<file path="config.mk">
export PLATFORM = sky130hd
export DESIGN_NAME = axi_read_arbiter_flat
export DESIGN_NICKNAME = d
export VERILOG_FILES = /design/src/rtl/axi_pkg.sv /design/src/rtl/axi_read_arbiter_if.sv /design/src/rtl/axi_read_arbiter_rr.sv /design/src/rtl/axi_read_arbiter.sv /design/src/flat_wrapper.sv
export SDC_FILE = /design/constraint.sdc
export NUM_CORES = 1
export LEC_CHECK = 0
export CAP_MARGIN = 10
export CORE_AREA = 2 2 151 153
export CTS_CLUSTER_SIZE = 16
export DETAILED_ROUTE_END_ITERATION = 10
export DIE_AREA = 0 0 153 155
export PLACE_DENSITY_LB_ADDON = 0.05
export SLEW_MARGIN = 20
export SYNTH_ARGS = -nofsm -noshare
export SYNTH_HDL_FRONTEND = slang
export SYNTH_SLANG_ARGS = --single-unit
</file>
<file path="constraint.sdc">
create_clock -name clk -period 3.2 [get_ports clk]
set_input_delay 0.48 -clock clk [delete_from_list [all_inputs] [get_ports clk]]
set_output_delay 0.48 -clock clk [all_outputs]
set_load 0.005 [all_outputs]
</file>
<file path="src/rtl/axi_pkg.sv">
// axi_pkg
// Shared types and constants for the AXI4 read arbiter slice.
//   state_t   : arbiter FSM states (IDLE, ADDR, DATA)
//   AXI_BURST_INCR / AXI_RESP_OKAY : AXI encodings used by the arbiter
//   axi_size() : AxSIZE encoding (log2 of bytes per beat) for a data width
package axi_pkg;

    typedef enum logic [1:0] {
        IDLE = 2'd0,
        ADDR = 2'd1,
        DATA = 2'd2
    } state_t;

    localparam logic [1:0] AXI_BURST_INCR = 2'b01;
    localparam logic [1:0] AXI_RESP_OKAY  = 2'b00;

    // AxSIZE = log2(data_width / 8); widths outside 8..1024 map to 0.
    function automatic logic [2:0] axi_size(input int data_width);
        logic [2:0] s;
        s = 3'd0;
        for (int i = 0; i < 8; i++) begin
            if ((8 << i) == data_width) begin
                s = i[2:0];
            end
        end
        return s;
    endfunction

endpackage

</file>
<file path="src/rtl/axi_read_arbiter_if.sv">
// axi_read_arbiter_if
// AXI4 read-address (AR) and read-data (R) channel bundle.
//   master modport : the arbiter side (drives AR payload/valid, R ready)
//   slave modport  : the memory/interconnect side
//
// Handshake rule for both channels: a transfer happens on a rising clk edge
// where valid and ready are both 1. Once valid is raised the sender holds
// valid and the payload stable until that transfer; ready may be raised or
// lowered freely and never depends on the sender's future behaviour.
interface axi_read_arbiter_if #(
    parameter int ID_WIDTH   = 13,
    parameter int ADDR_WIDTH = 64,
    parameter int DATA_WIDTH = 64
);
    logic [ID_WIDTH-1:0]   arid;
    logic [ADDR_WIDTH-1:0] araddr;
    logic [7:0]            arlen;
    logic [2:0]            arsize;
    logic [1:0]            arburst;
    logic                  arlock;
    logic [3:0]            arcache;
    logic [2:0]            arprot;
    logic                  arvalid;
    logic                  arready;

    logic [ID_WIDTH-1:0]   rid;
    logic [DATA_WIDTH-1:0] rdata;
    logic [1:0]            rresp;
    logic                  rlast;
    logic                  rvalid;
    logic                  rready;

    modport master (
        output arid, araddr, arlen, arsize, arburst, arlock, arcache, arprot, arvalid,
        input  arready,
        input  rid, rdata, rresp, rlast, rvalid,
        output rready
    );

    modport slave (
        input  arid, araddr, arlen, arsize, arburst, arlock, arcache, arprot, arvalid,
        output arready,
        output rid, rdata, rresp, rlast, rvalid,
        input  rready
    );
endinterface

</file>
<file path="src/rtl/axi_read_arbiter_rr.sv">
// rr_arbiter2
// Two-way round-robin grant logic, purely combinational.
//   req[1:0]   : request vector (bit 0 = fetch, bit 1 = memory stage)
//   pointer    : requester favoured when both request (owned by the parent)
//   grant[1:0] : one-hot grant, zero when nothing requests
module rr_arbiter2 (
    input  logic [1:0] req,
    input  logic       pointer,
    output logic [1:0] grant
);
    always_comb begin
        grant = req;
        if (req == 2'b11) begin
            grant = pointer ? 2'b10 : 2'b01;
        end
    end
endmodule

</file>
<file path="src/rtl/axi_read_arbiter.sv">
// axi_read_arbiter
// Shares one AXI4 read channel pair between the fetch stage (requester 0)
// and the memory stage (requester 1). One cache-line burst is outstanding at
// a time; requesters are served round-robin.
//   clk, reset            : clock, synchronous active-high reset
//   reqN_valid/addr/ready : line read request from requester N
//   respN_valid/last      : beat strobe / final beat for requester N
//   resp_data             : beat data shared by both requesters
//   err                   : sticky flag for bad rresp or misplaced rlast
//   dbg_state             : current FSM state
//   m_axi                 : AXI AR/R channels (master modport)
module axi_read_arbiter
    import axi_pkg::*;
#(
    parameter int ID_WIDTH   = 13,
    parameter int ADDR_WIDTH = 64,
    parameter int DATA_WIDTH = 64,
    parameter int BURST_LEN  = 8
) (
    input  logic                  clk,
    input  logic                  reset,

    input  logic                  req0_valid,
    input  logic [ADDR_WIDTH-1:0] req0_addr,
    output logic                  req0_ready,
    output logic                  resp0_valid,
    output logic                  resp0_last,

    input  logic                  req1_valid,
    input  logic [ADDR_WIDTH-1:0] req1_addr,
    output logic                  req1_ready,
    output logic                  resp1_valid,
    output logic                  resp1_last,

    output logic [DATA_WIDTH-1:0] resp_data,
    output logic                  err,
    output state_t                dbg_state,

    axi_read_arbiter_if.master    m_axi
);
    localparam int CNT_W       = ($clog2(BURST_LEN) > 0) ? $clog2(BURST_LEN) : 1;
    localparam logic [CNT_W-1:0] LAST_CNT = CNT_W'(BURST_LEN - 1);
    localparam int OFFSET_BITS = $clog2(BURST_LEN * (DATA_WIDTH / 8));
    // Clears the byte offset within one burst-sized line.
    localparam logic [ADDR_WIDTH-1:0] ALIGN_MASK = {ADDR_WIDTH{1'b1}} << OFFSET_BITS;

    state_t                state_q, state_d;
    logic                  ptr_q, ptr_d;
    logic                  gnt_q, gnt_d;
    logic [CNT_W-1:0]      cnt_q, cnt_d;
    logic                  err_q, err_d;
    logic [ADDR_WIDTH-1:0] araddr_q, araddr_d;
    // High only in the first cycle after reset, keeping requesters unserved.
    logic                  quiet_q;

    logic [1:0]            grant;
    logic                  beat_last;
    logic                  arvalid;
    logic                  rready;

    rr_arbiter2 u_arb (
        .req     ({req1_valid, req0_valid}),
        .pointer (ptr_q),
        .grant   (grant)
    );

    always_ff @(posedge clk) begin
        if (reset) begin
            state_q <= IDLE;
        end else begin
            state_q <= state_d;
        end
    end

    always_ff @(posedge clk) begin
        if (reset) begin
            ptr_q    <= 1'b0;
            gnt_q    <= 1'b0;
            cnt_q    <= '0;
            err_q    <= 1'b0;
            araddr_q <= '0;
            quiet_q  <= 1'b1;
        end else begin
            ptr_q    <= ptr_d;
            gnt_q    <= gnt_d;
            cnt_q    <= cnt_d;
            err_q    <= err_d;
            araddr_q <= araddr_d;
            quiet_q  <= 1'b0;
        end
    end

    always_comb begin
        state_d     = state_q;
        ptr_d       = ptr_q;
        gnt_d       = gnt_q;
        cnt_d       = cnt_q;
        err_d       = err_q;
        araddr_d    = araddr_q;
        req0_ready  = 1'b0;
        req1_ready  = 1'b0;
        resp0_valid = 1'b0;
        resp1_valid = 1'b0;
        resp0_last  = 1'b0;
        resp1_last  = 1'b0;
        arvalid     = 1'b0;
        rready      = 1'b0;
        beat_last   = (cnt_q == LAST_CNT);

        // Outputs stay quiet while reset is held, whatever state_q holds.
        if (!reset) begin
            unique case (state_q)
                IDLE: begin
                    if (!quiet_q) begin
                        req0_ready = grant[0];
                        req1_ready = grant[1];
                        if (|grant) begin
                            state_d  = ADDR;
                            gnt_d    = grant[1];
                            araddr_d = (grant[1] ? req1_addr : req0_addr) & ALIGN_MASK;
                        end
                    end
                end
                ADDR: begin
                    arvalid = 1'b1;
                    if (m_axi.arready) begin
                        cnt_d   = '0;
                        state_d = DATA;
                    end
                end
                DATA: begin
                    rready      = 1'b1;
                    resp0_valid = m_axi.rvalid && !gnt_q;
                    resp1_valid = m_axi.rvalid && gnt_q;
                    resp0_last  = resp0_valid && beat_last;
                    resp1_last  = resp1_valid && beat_last;
                    if (m_axi.rvalid) begin
                        cnt_d = cnt_q + 1'b1;
                        if ((m_axi.rresp != AXI_RESP_OKAY) || (m_axi.rlast != beat_last)) begin
                            err_d = 1'b1;
                        end
                        // Completion follows the beat count, not rlast, so a
                        // bad rlast cannot stall or truncate the burst.
                        if (beat_last) begin
                            state_d = IDLE;
                            ptr_d   = ~gnt_q;
                        end
                    end
                end
                default: state_d = IDLE;
            endcase
        end
    end

    assign m_axi.arid    = ID_WIDTH'(gnt_q);
    assign m_axi.araddr  = araddr_q;
    assign m_axi.arlen   = 8'(BURST_LEN - 1);
    assign m_axi.arsize  = axi_size(DATA_WIDTH);
    assign m_axi.arburst = AXI_BURST_INCR;
    assign m_axi.arlock  = 1'b0;
    assign m_axi.arcache = 4'd0;
    assign m_axi.arprot  = 3'd0;
    assign m_axi.arvalid = arvalid;
    assign m_axi.rready  = rready;

    assign resp_data = m_axi.rdata;
    assign err       = err_q;
    assign dbg_state = state_q;
endmodule

</file>
<file path="src/flat_wrapper.sv">
// flat-port wrapper written by rule: the top's interface ports become plain ports
module axi_read_arbiter_flat import axi_pkg::*;
#(
    parameter int ID_WIDTH   = 13,
    parameter int ADDR_WIDTH = 64,
    parameter int DATA_WIDTH = 64,
    parameter int BURST_LEN  = 8
)
  (clk, reset, req0_valid, req0_addr, req0_ready, resp0_valid, resp0_last, req1_valid, req1_addr, req1_ready, resp1_valid, resp1_last, resp_data, err, dbg_state, m_axi_arid, m_axi_araddr, m_axi_arlen, m_axi_arsize, m_axi_arburst, m_axi_arlock, m_axi_arcache, m_axi_arprot, m_axi_arvalid, m_axi_arready, m_axi_rid, m_axi_rdata, m_axi_rresp, m_axi_rlast, m_axi_rvalid, m_axi_rready);
  axi_read_arbiter_if #(.ID_WIDTH(ID_WIDTH), .ADDR_WIDTH(ADDR_WIDTH), .DATA_WIDTH(DATA_WIDTH)) m_axi_i ();
  input  logic clk;
  input  logic reset;
  input  logic req0_valid;
  input  logic [ADDR_WIDTH-1:0] req0_addr;
  output logic req0_ready;
  output logic resp0_valid;
  output logic resp0_last;
  input  logic req1_valid;
  input  logic [ADDR_WIDTH-1:0] req1_addr;
  output logic req1_ready;
  output logic resp1_valid;
  output logic resp1_last;
  output logic [DATA_WIDTH-1:0] resp_data;
  output logic err;
  output state_t dbg_state;
  output wire logic [$bits(m_axi_i.arid)-1:0] m_axi_arid;
  output wire logic [$bits(m_axi_i.araddr)-1:0] m_axi_araddr;
  output wire logic [$bits(m_axi_i.arlen)-1:0] m_axi_arlen;
  output wire logic [$bits(m_axi_i.arsize)-1:0] m_axi_arsize;
  output wire logic [$bits(m_axi_i.arburst)-1:0] m_axi_arburst;
  output wire logic [$bits(m_axi_i.arlock)-1:0] m_axi_arlock;
  output wire logic [$bits(m_axi_i.arcache)-1:0] m_axi_arcache;
  output wire logic [$bits(m_axi_i.arprot)-1:0] m_axi_arprot;
  output wire logic [$bits(m_axi_i.arvalid)-1:0] m_axi_arvalid;
  input wire logic [$bits(m_axi_i.arready)-1:0] m_axi_arready;
  input wire logic [$bits(m_axi_i.rid)-1:0] m_axi_rid;
  input wire logic [$bits(m_axi_i.rdata)-1:0] m_axi_rdata;
  input wire logic [$bits(m_axi_i.rresp)-1:0] m_axi_rresp;
  input wire logic [$bits(m_axi_i.rlast)-1:0] m_axi_rlast;
  input wire logic [$bits(m_axi_i.rvalid)-1:0] m_axi_rvalid;
  output wire logic [$bits(m_axi_i.rready)-1:0] m_axi_rready;
  assign m_axi_arid = m_axi_i.arid;
  assign m_axi_araddr = m_axi_i.araddr;
  assign m_axi_arlen = m_axi_i.arlen;
  assign m_axi_arsize = m_axi_i.arsize;
  assign m_axi_arburst = m_axi_i.arburst;
  assign m_axi_arlock = m_axi_i.arlock;
  assign m_axi_arcache = m_axi_i.arcache;
  assign m_axi_arprot = m_axi_i.arprot;
  assign m_axi_arvalid = m_axi_i.arvalid;
  assign m_axi_i.arready = m_axi_arready;
  assign m_axi_i.rid = m_axi_rid;
  assign m_axi_i.rdata = m_axi_rdata;
  assign m_axi_i.rresp = m_axi_rresp;
  assign m_axi_i.rlast = m_axi_rlast;
  assign m_axi_i.rvalid = m_axi_rvalid;
  assign m_axi_rready = m_axi_i.rready;
  axi_read_arbiter #(.ID_WIDTH(ID_WIDTH), .ADDR_WIDTH(ADDR_WIDTH), .DATA_WIDTH(DATA_WIDTH), .BURST_LEN(BURST_LEN)) u_core (.clk(clk), .reset(reset), .req0_valid(req0_valid), .req0_addr(req0_addr), .req0_ready(req0_ready), .resp0_valid(resp0_valid), .resp0_last(resp0_last), .req1_valid(req1_valid), .req1_addr(req1_addr), .req1_ready(req1_ready), .resp1_valid(resp1_valid), .resp1_last(resp1_last), .resp_data(resp_data), .err(err), .dbg_state(dbg_state), .m_axi(m_axi_i));
endmodule
</file>
==> run_results.csv <==
group,metric,value,unit
global_route,grt_pass1_wl,20000,um
worst_setup_path,slowest_stage,"clkdlybuf4s50_1",
yosys,synth_area_leaders,"dfxtp_1 34%, buf_4 20%, o32ai_1 13%",
route,drtPass1Iterations,4,
route,dr_total_vias,3442,
global_route,grt_pass1_vias,3376,
yosys,ys.flop_type,"dfxtp_1",
timing,fin_crit_sh,83.2,%
worst_setup_path,startpoint_type,"primary input",
route,routed_wl,13300,um
timing,worstMarginPinSlew,892,ps
clock_network,clkSinkCount,67,
power_and_ir_drop,finalPower,2.44,mW
worst_setup_path,crit_fanout,4,
floorplanning,ios,387,
global_route,grt_use_total,10.9,%
clock_network,cts_resized,0,
timing,skew,5.25,ps
floorplanning,die_x,153,um
timing,layout_min_cycle_time,2660,ps
yosys,synth.top_cell.area_share,33.8,%
clock_network,numCtsBuffers,9,
power_and_ir_drop,vdd.ir_drop.worst,0.211,mV
worst_setup_path,slowest_delay,540,ps
worst_setup_path,worst_setup_path_end_kind,"output port",
yosys,yosysTopAreaCell,"dfxtp_1",
final_layout,diodes,0,
yosys,ys_warn_count,0,
clock_network,cts_hold_buf,0,
floorplanning,die-area,23700,um2
timing,setup_viol,0,
yosys,synth_mux_area_share,0.505,%
clock_network,clk_pin_slew,50,ps
yosys,synth-simple-area-share,4.23,%
placed_design,gp_congestion,0.665,
route,viasPerCell,4.17,
worst_setup_path,cp_common_cell,"clkdlybuf4s50_1",
clock_network,clk_path_buf_depth,2,
timing,fmax,376,MHz
worst_setup_path,crit_required,2720,ps
route,ant_nets,0,
global_route,overflow,0,
floorplanning,initial_core_util,17.8,%
placed_design,dp.cells,811,
worst_setup_path,worst-setup-path-type,"primary input to output port",
run,cap_violations,0,
yosys,synth_compound_area_share,30.5,%
yosys,syn-cell-area,3960,um2
final_layout,fin_util,25.9,%
timing,relSlewSlack,40.5,%
floorplanning,die_h,155,um
yosys,syn_area_per_cell,9.17,um2
worst_setup_path,worstPathCellList,"clkdlybuf4s50_1, nor4bb_1, and3_1, clkdlybuf4s50_1",
yosys,synth_fa_ha_area_share,0.632,%
final_layout,area.sequential,1340,um2
clock_network,post_cts_buffers,0,
route,remaining_drc_errors,0,
status,outcome,"finished clean",
timing,finalHoldViolCount,0,
worst_setup_path,worstPathArrival,2180,ps
global_route,grt_max_degree,61,
floorplanning,rows,55,
yosys,ys_seq_area_share,33.8,%
yosys,ys_types,34,
timing,rsz0062_at_grt,"no",
clock_network,cts-root-buf,"clkbuf_16",
yosys,async_reset_ff_share,0,%
worst_setup_path,worstReg2RegStart,"u_core.dbg_state[1]",
placed_design,port_buffers,194,
global_route,grt_antenna_before_repair,0,
worst_setup_path,critPathLaunch,"m_axi_rvalid",
route,wl_per_cell,16.1,um
clock_network,htree_levels,3,
power_and_ir_drop,powerDensity,423,nW/um2
power_and_ir_drop,leakage,2.00,nW
final_layout,layout.cells.non_filler,825,
final_layout,final_nets,753,
final_layout,multi_input_area,1600,um2
final_layout,area_growth,45.5,%
yosys,synth-edff-count,0,
timing,setup_tns,0,ps
clock_network,worstSkewPairLatency,330,ps
placed_design,hpwl,9220,um
route,first_iter_violations,117,
final_layout,fillCellCount,2404,
timing,slew_violations,0,
yosys,synth_top_family_by_area,"compound AO/OA/AOI/OAI gates",
yosys,synthXorXnorAreaFrac,0.221,%
hold_path,hold_class,"register to register",
final_layout,drive_gt1_share,9.07,%
hold_path,holdCritStartpoint,"u_core.m_axi.araddr[49]",
yosys,synthCells,432,
yosys,ys_ff_latch,67,
floorplanning,coreArea,22200,um2
clock_network,cts_tree,"built",
-- report_power, final --
group | internal, mW | leakage [nW] | switching, mW
clock network | 0.510 | 0.128 | 0.362
logic | 0.356 | 1.32 | 0.263
registers | 0.910 | 0.553 | 0.0402
-- layout by cell type, fill, tap and decap left out, types with 2 or more instances in the layout --
cell type / instances
clkdlybuf4s50_1: 193
dfxtp_1: 67
inv_1: 59
o32ai_1: 58
conb_1: 39
a221oi_1: 38
a221oi_2: 20
clkbuf_16: 9
nand2_1: 8
buf_4: 8
clkinv_2: 4
nor3b_1: 3
nand3b_1: 3
nor3_1: 2
mux2i_1: 2
nand2b_1: 2
o21ai_0: 2
nor2_1: 2
a31o_2: 2
a21oi_1: 2
ha_1: 2
-- cells in the mapped netlist (3+ instances only) --
cell      number
a221oi_2      20
clkbuf_1      32
nor3b_1        3
buf_4        104
nand3b_1       3
nand2_1        8
o32ai_1       58
dfxtp_1       67
a221oi_1      38
inv_1         59
buf_2          7
-- cell families (layout without fill, tap and decap cells) --
group / count (synthesis) / count (layout)
buffers and inverters: 205 / 276
AOI/OAI and AO/OA: 126 / 126
DFF: 67 / 67
and+or+nand+nor: 27 / 27
adders and majority gates: 2 / 2
other: 2 / 39
muxes: 2 / 2
xor gates and xnor gates: 1 / 1
-- metal layers --
layer | part of all wire [%] | GRT usage (%) | vias to the layer above
met5 | 0 | 0 | -
met4 | 2.5 | 4.54 | 0
met3 | 7.9 | 4.09 | 30
met2 | 49 | 18.1 | 153
met1 | 41 | 12.5 | 1604
li1 | - | - | 1655
-- metrics by stage --
| stage | hold WS [ps] | setup WS [ps] | instance area (um2) |
|---|---|---|---|
| after floorplan | 438 | 1450 | 4100 |
| final | 459 | 538 | 5760 |
| after global routing | 473 | 389 | 5760 |
| after global placement | 448 | 559 | 5520 |
| after detailed placement | 452 | 516 | 5520 |
| after CTS | 461 | 505 | 5760 |
-- sequential cells by signal, indices dropped and copies added, names as in the netlist --
name,count
u_core.ptr_q,1
u_core.gnt_q,1
u_core.err,1
u_core.quiet_q,1
u_core.dbg_state,2
u_core.cnt_q,3
u_core.m_axi.araddr,58
-- worst max-delay path, delay by kind of cell --
| family | cells | cell delay (ps) |
|---|---|---|
| buf+inv | 2 | 1040 |
| simple gates | 2 | 660 |
-- path summary, 6_finish.rpt --
check / endpoint / slack (ps) / depth (start not counted)
max reg2reg: u_core.m_axi.araddr[13] / 920 / 5
min reg2reg: u_core.m_axi.araddr[49] / 460 / 2
max: resp1_last / 540 / 4
min: u_core.m_axi.araddr[49] / 460 / 2
-- layout make-up --
type,count,share of cell area [%]
clock buffers,10,3.97
clock inverters,4,0.347
inverters,60,3.91
multi-input cells,197,27.7
flip-flops and latches,67,23.3
well taps,285,6.19
repair buffers,202,34.6
Power figures use the tool's default switching activity.
